==> config.mk <==
export PLATFORM = sky130hd
export DESIGN_NAME = regfile_param_dual
export DESIGN_NICKNAME = d
export VERILOG_FILES = /design/src/rtl/regfile_param_dual_pkg.sv /design/src/rtl/regfile_param_dual_clear_fsm.sv /design/src/rtl/regfile_param_dual.sv
export SDC_FILE = /design/constraint.sdc
export NUM_CORES = 1
export LEC_CHECK = 0
export CORE_ASPECT_RATIO = 0.7
export CORE_MARGIN = 5
export CORE_UTILIZATION = 60
export DETAILED_ROUTE_END_ITERATION = 8
export GPL_TIMING_DRIVEN = 0
export HOLD_SLACK_MARGIN = 0.1
export PLACE_DENSITY = 0.82
export SLEW_MARGIN = 20
export SYNTH_ARGS = -nofsm -noshare
export SYNTH_HDL_FRONTEND = slang
export SYNTH_SLANG_ARGS = --single-unit
==> constraint.sdc <==
create_clock -name clk -period 7.1 [get_ports clk]
set_input_delay 2.13 -clock clk [delete_from_list [all_inputs] [get_ports clk]]
set_output_delay 2.13 -clock clk [all_outputs]
set_load 0.01 [all_outputs]
==> src/rtl/regfile_param_dual_pkg.sv <==
// regfile_param_dual_pkg: clear-FSM state encoding and default geometry shared by the register file blocks
package regfile_param_dual_pkg;
  typedef enum logic {RF_ST_CLEAR = 1'b0, RF_ST_IDLE = 1'b1} rf_state_e;
  localparam int RF_WIDTH = 4;
  localparam int RF_DEPTH = 16;
endpackage

==> src/rtl/regfile_param_dual_clear_fsm.sv <==
// regfile_param_dual_clear_fsm: clear sweep sequencer owning state, clr_ptr and busy
module regfile_param_dual_clear_fsm
  import regfile_param_dual_pkg::*;
#(
  parameter int DEPTH = RF_DEPTH,
  localparam int AW = $clog2(DEPTH)
) (
  input  logic          clk,
  input  logic          reset,
  input  logic          clr_req,
  output logic          busy,
  output logic          clr_we,
  output logic [AW-1:0] clr_addr
);
  rf_state_e state, state_nx;
  logic [AW-1:0] clr_ptr, clr_ptr_nx;
  // state and sweep pointer registers; reset always restarts the sweep at entry 0
  always_ff @(posedge clk) begin
    if (reset) begin
      state   <= RF_ST_CLEAR;
      clr_ptr <= '0;
    end else begin
      state   <= state_nx;
      clr_ptr <= clr_ptr_nx;
    end
  end
  // sweep one entry per cycle, leave after the last entry; idle only listens to clr_req
  always_comb begin
    state_nx   = state;
    clr_ptr_nx = clr_ptr;
    if (state == RF_ST_CLEAR) begin
      clr_ptr_nx = (clr_ptr == AW'(DEPTH - 1)) ? '0 : clr_ptr + AW'(1);
      state_nx   = (clr_ptr == AW'(DEPTH - 1)) ? RF_ST_IDLE : RF_ST_CLEAR;
    end else if (clr_req) begin
      state_nx   = RF_ST_CLEAR;
      clr_ptr_nx = '0;
    end
  end
  assign busy     = (state == RF_ST_CLEAR);
  assign clr_we   = busy;
  assign clr_addr = clr_ptr;
endmodule

==> src/rtl/regfile_param_dual.sv <==
// regfile_param_dual: 2-read/1-write register file with registered reads and clear sweep (option: REGFILE_PARAM_DUAL_BYPASS_EN)
module regfile_param_dual
  import regfile_param_dual_pkg::*;
#(
  parameter int WIDTH = RF_WIDTH,
  parameter int DEPTH = RF_DEPTH,
  localparam int AW = $clog2(DEPTH)
) (
  input  logic             clk,
  input  logic             reset,
  input  logic             clr_req,
  output logic             busy,
  input  logic             wr_en,
  input  logic [AW-1:0]    wr_addr,
  input  logic [WIDTH-1:0] wr_data,
  input  logic             rd_en1,
  input  logic [AW-1:0]    rd_addr1,
  output logic [WIDTH-1:0] rd_data1,
  output logic             rd_valid1,
  input  logic             rd_en2,
  input  logic [AW-1:0]    rd_addr2,
  output logic [WIDTH-1:0] rd_data2,
  output logic             rd_valid2
);
`ifdef REGFILE_PARAM_DUAL_BYPASS_EN
  localparam bit BYPASS = 1'b1;
`else
  localparam bit BYPASS = 1'b0;
`endif
  logic [WIDTH-1:0] mem [DEPTH];
  logic             clr_we;
  logic [AW-1:0]    clr_addr;
  logic             wr_ok, ok1, ok2;
  logic [WIDTH-1:0] nx1, nx2;
  regfile_param_dual_clear_fsm #(.DEPTH(DEPTH)) u_clr (
    .clk     (clk),
    .reset   (reset),
    .clr_req (clr_req),
    .busy    (busy),
    .clr_we  (clr_we),
    .clr_addr(clr_addr)
  );
  // a clear request in the same cycle beats a user write; out-of-range addresses read as zero
  always_comb begin
    wr_ok = !busy && !clr_req && wr_en && (32'(wr_addr) < DEPTH);
    ok1   = !busy && rd_en1;
    ok2   = !busy && rd_en2;
    nx1   = (!ok1 || 32'(rd_addr1) >= DEPTH) ? '0 :
            (BYPASS && wr_ok && wr_addr == rd_addr1) ? wr_data : mem[rd_addr1];
    nx2   = (!ok2 || 32'(rd_addr2) >= DEPTH) ? '0 :
            (BYPASS && wr_ok && wr_addr == rd_addr2) ? wr_data : mem[rd_addr2];
  end
  // array write mux: the sweep overrides user writes, nothing is written while reset is held
  always_ff @(posedge clk) begin
    if (!reset) begin
      if (clr_we) mem[clr_addr] <= '0;
      else if (wr_ok) mem[wr_addr] <= wr_data;
    end
  end
  // registered read ports; data is forced to zero whenever valid is low
  always_ff @(posedge clk) begin
    if (reset) begin
      rd_valid1 <= 1'b0;
      rd_valid2 <= 1'b0;
      rd_data1  <= '0;
      rd_data2  <= '0;
    end else begin
      rd_valid1 <= ok1;
      rd_valid2 <= ok2;
      rd_data1  <= nx1;
      rd_data2  <= nx2;
    end
  end
endmodule

==> impl_metrics.env <==
export IMPL_drive_gt1_share_pct=19.8
export IMPL_drtIter0Drc=187
export IMPL_drv_slew=0
export IMPL_rsz0062_at_grt="no"
export IMPL_nets=276
export IMPL_r2r_start="u_clr.state"
export IMPL_ys_types=36
export IMPL_io_pins=33
export IMPL_min_from="u_clr.clr_addr[3]"
export IMPL_critPathLaunchType="input pin"
export IMPL_min_path_cells=2
export IMPL_n_fill_cell=411
export IMPL_dp_hpwl_mm=5.84
export IMPL_vias_per_cell=6.70
export IMPL_via_count=2252
export IMPL_grt_max_degree=17
export IMPL_r2r_setup_slack_ns=4.77
export IMPL_first_global_vias=2334
export IMPL_yosys_area_top_type="edfxtp_1"
export IMPL_clockBufferDepth=2
export IMPL_antenna_found_initial=0
export IMPL_cts_made_buffers=9
export IMPL_worst_ep_arrival_time_ns=4.23
export IMPL_fp_dieArea_sq_um=7970
export IMPL_hold_viol=0
export IMPL_rr_endpoint="mem[9][0]"
export IMPL_h_tree_depth=3
export IMPL_syn_to_final_growth_pct=15.2
export IMPL_maxCapViolCount=0
export IMPL_status="complete, no violations"
export IMPL_setup_viol=0
export IMPL_hold_ws_ns=0.578
export IMPL_overflow=0
export IMPL_syn_avg_cell_area_sq_um=17.4
export IMPL_synth_cells=216
export IMPL_gp_congestion=0.812
export IMPL_worstSkewPairLatency_ns=0.35
export IMPL_post_cts_resized=0
export IMPL_die_h_um=76.2
export IMPL_end_kind="register"
export IMPL_wl_mm=8.20
export IMPL_finalSetupTns_ns=0
export IMPL_wl_per_cell_um=24.4
export IMPL_firstDrtPassIters=4
export IMPL_die_x_um=105
export IMPL_peakVddDrop_v=0.000149
export IMPL_worst_slew_pin_slew_ns=0.920
export IMPL_clock_sinks=79
export IMPL_multi_input_area_sq_um=1430
export IMPL_power_leakage_nw=1.59
export IMPL_cp_required_ns=7.08
export IMPL_grt_pass1_wl_mm=13.0
export IMPL_ant_nets=0
export IMPL_grtUsageTotal_pct=21.7
export IMPL_postCtsHoldBufs=0
export IMPL_relSlewSlack_pct=38.2
export IMPL_p_per_area_nw_per_um2=213
export IMPL_start_util_pct=61.0
export IMPL_reg2reg_depth=4
export IMPL_regArea_sq_um=2220
export IMPL_seq_area_frac_synth_pct=59.2
export IMPL_synthesis_area_sq_um=3760
export IMPL_antenna_cells=0
export IMPL_cts_clk_slew_worst_paths_ns=0.07
export IMPL_io_buffers=26
export IMPL_max_freq_mhz=235
export IMPL_cts_tree="built"
export IMPL_yosys_warnings=0
export IMPL_synth_fp_nets=239
export IMPL_coreArea_sq_um=6160
export IMPL_worstPathMaxFanout=10
export IMPL_min_to="u_clr.state"
export IMPL_post_cts_setup_buffer_count=0
export IMPL_period_needed_ns=4.26
export IMPL_hold_path_class="register to register"
export IMPL_ys_seq_elements=79
export IMPL_drc=0
export IMPL_fin_crit_sh_pct=60.0
export IMPL_row_count=24
export IMPL_yosysTopAreaCellShare_pct=51.2
export IMPL_worstSetupPathType="input pin to register"
export IMPL_cts_root_buf="clkbuf_8"
export IMPL_netlist_top_cells_area="edfxtp_1 51%, mux4_2 11%, mux4_1 9.8%, dfxtp_1 8.0%, mux2i_1 4.3%"
export IMPL_worst_clock_skew_ns=0.00928
[sequential cells by signal (all words and copies together) (netlist names)]
name / count
mem: 64
rd_data1: 4
rd_data2: 4
u_clr.clr_addr: 4
rd_valid1: 1
rd_valid2: 1
u_clr.state: 1
[routing by layer]
metal	GRT usage, %	wire length (um)	vias to the layer above
met4	5.17	97	0
met5	0	0	-
met2	34.3	3910	117
li1	-	-	978
met3	9.31	768	12
met1	27.9	3430	1145
[synthesized netlist by cell type, drive strengths merged]
cell	number
a21o	1
a21oi	4
a221oi	1
a2bb2oi	1
a311oi	1
and2	5
and3b	2
and4bb	1
buf	11
clkbuf	1
dfxtp	15
edfxtp	64
ha	1
inv	2
mux2	6
mux2i	16
mux4	32
nand2	4
nand2b	5
nand3	1
nand4	1
nand4b	1
nor2	6
nor2b	5
nor3	16
nor4bb	1
o21ai	2
o21bai	1
o22ai	4
o2bb2ai	4
o31a	1
[through the flow]
step / power (mW) / cell area (sq um) / util, % / cells / worst slack (ns)
global route: 0.951 / 4330 / 70.3 / 336 / 2.71
global placement: 0.574 / 4110 / 66.8 / 320 / 2.57
floorplan: 0.554 / 3760 / - / 216 / 3.31
CTS: 0.928 / 4330 / 70.3 / 336 / 2.87
detailed placement: 0.577 / 4110 / 66.8 / 320 / 2.49
finish: 0.922 / 4330 / 70.3 / 336 / 2.84
[power breakdown]
group | total, mW | internal [mW] | switching [mW]
registers | 0.503 | 0.499 | 0.00439
clock network | 0.355 | 0.197 | 0.158
logic | 0.0635 | 0.0331 | 0.0304
[worst max-delay path, cell delays in order]
cell and delay, ns:
clkdlybuf4s50_1 0.51, and4bb_2 0.34, buf_6 0.14, mux2_4 0.35, nor3_1 0.75
[placed cells by master (no fill, tap or decap), types with 2 or more instances in the layout]
master	instances
clkdlybuf4s50_1	26
o22ai_1	4
mux4_2	18
nand2_1	4
nor2b_1	5
nor3_1	16
buf_2	5
bufinv_16	2
o21ai_0	2
and2_1	5
nor2_1	6
nand2b_1	5
o2bb2ai_1	4
mux2i_1	16
buf_6	3
mux2_2	5
buf_4	2
edfxtp_1	64
a21oi_1	4
dfxtp_1	15
inv_1	2
clkinv_2	2
and3b_1	2
mux4_1	14
clkbuf_8	9
clkbuf_1	2
[kinds of logic (layout without fill, tap and decap cells)]
logic type	after synthesis	in the layout	share of synthesized area (%)
DFF	79	79	59.2
muxes	54	54	26.7
and+or+nand+nor	48	48	7.23
AOI/OAI and AO/OA	20	20	3.73
buffers and inverters	14	56	2.80
adders and majority gates	1	1	0.333
[worst max path at each step]
stage	start	to	slack [ns]	cells after the start
final	clr_req	mem[9][0]	2.84	5
after global routing	clr_req	mem[7][1]	2.71	5
after floorplan	reset	mem[3][0]	3.31	5
after detailed placement	clr_req	mem[7][0]	2.49	5
after CTS	clr_req	mem[7][1]	2.87	5
after global placement	clr_req	mem[9][0]	2.57	5
[area by class of cell]
cell class	count	area share, %
well taps	78	2.25
multi-input cells	123	33.0
clock buffers	10	2.95
plain buffers	12	2.25
flip-flops and latches	79	51.3
inverters	2	0.173
repair buffers	26	6.01
clock inverters	6	1.99
Note: power is estimated with default switching activity, not from simulation.
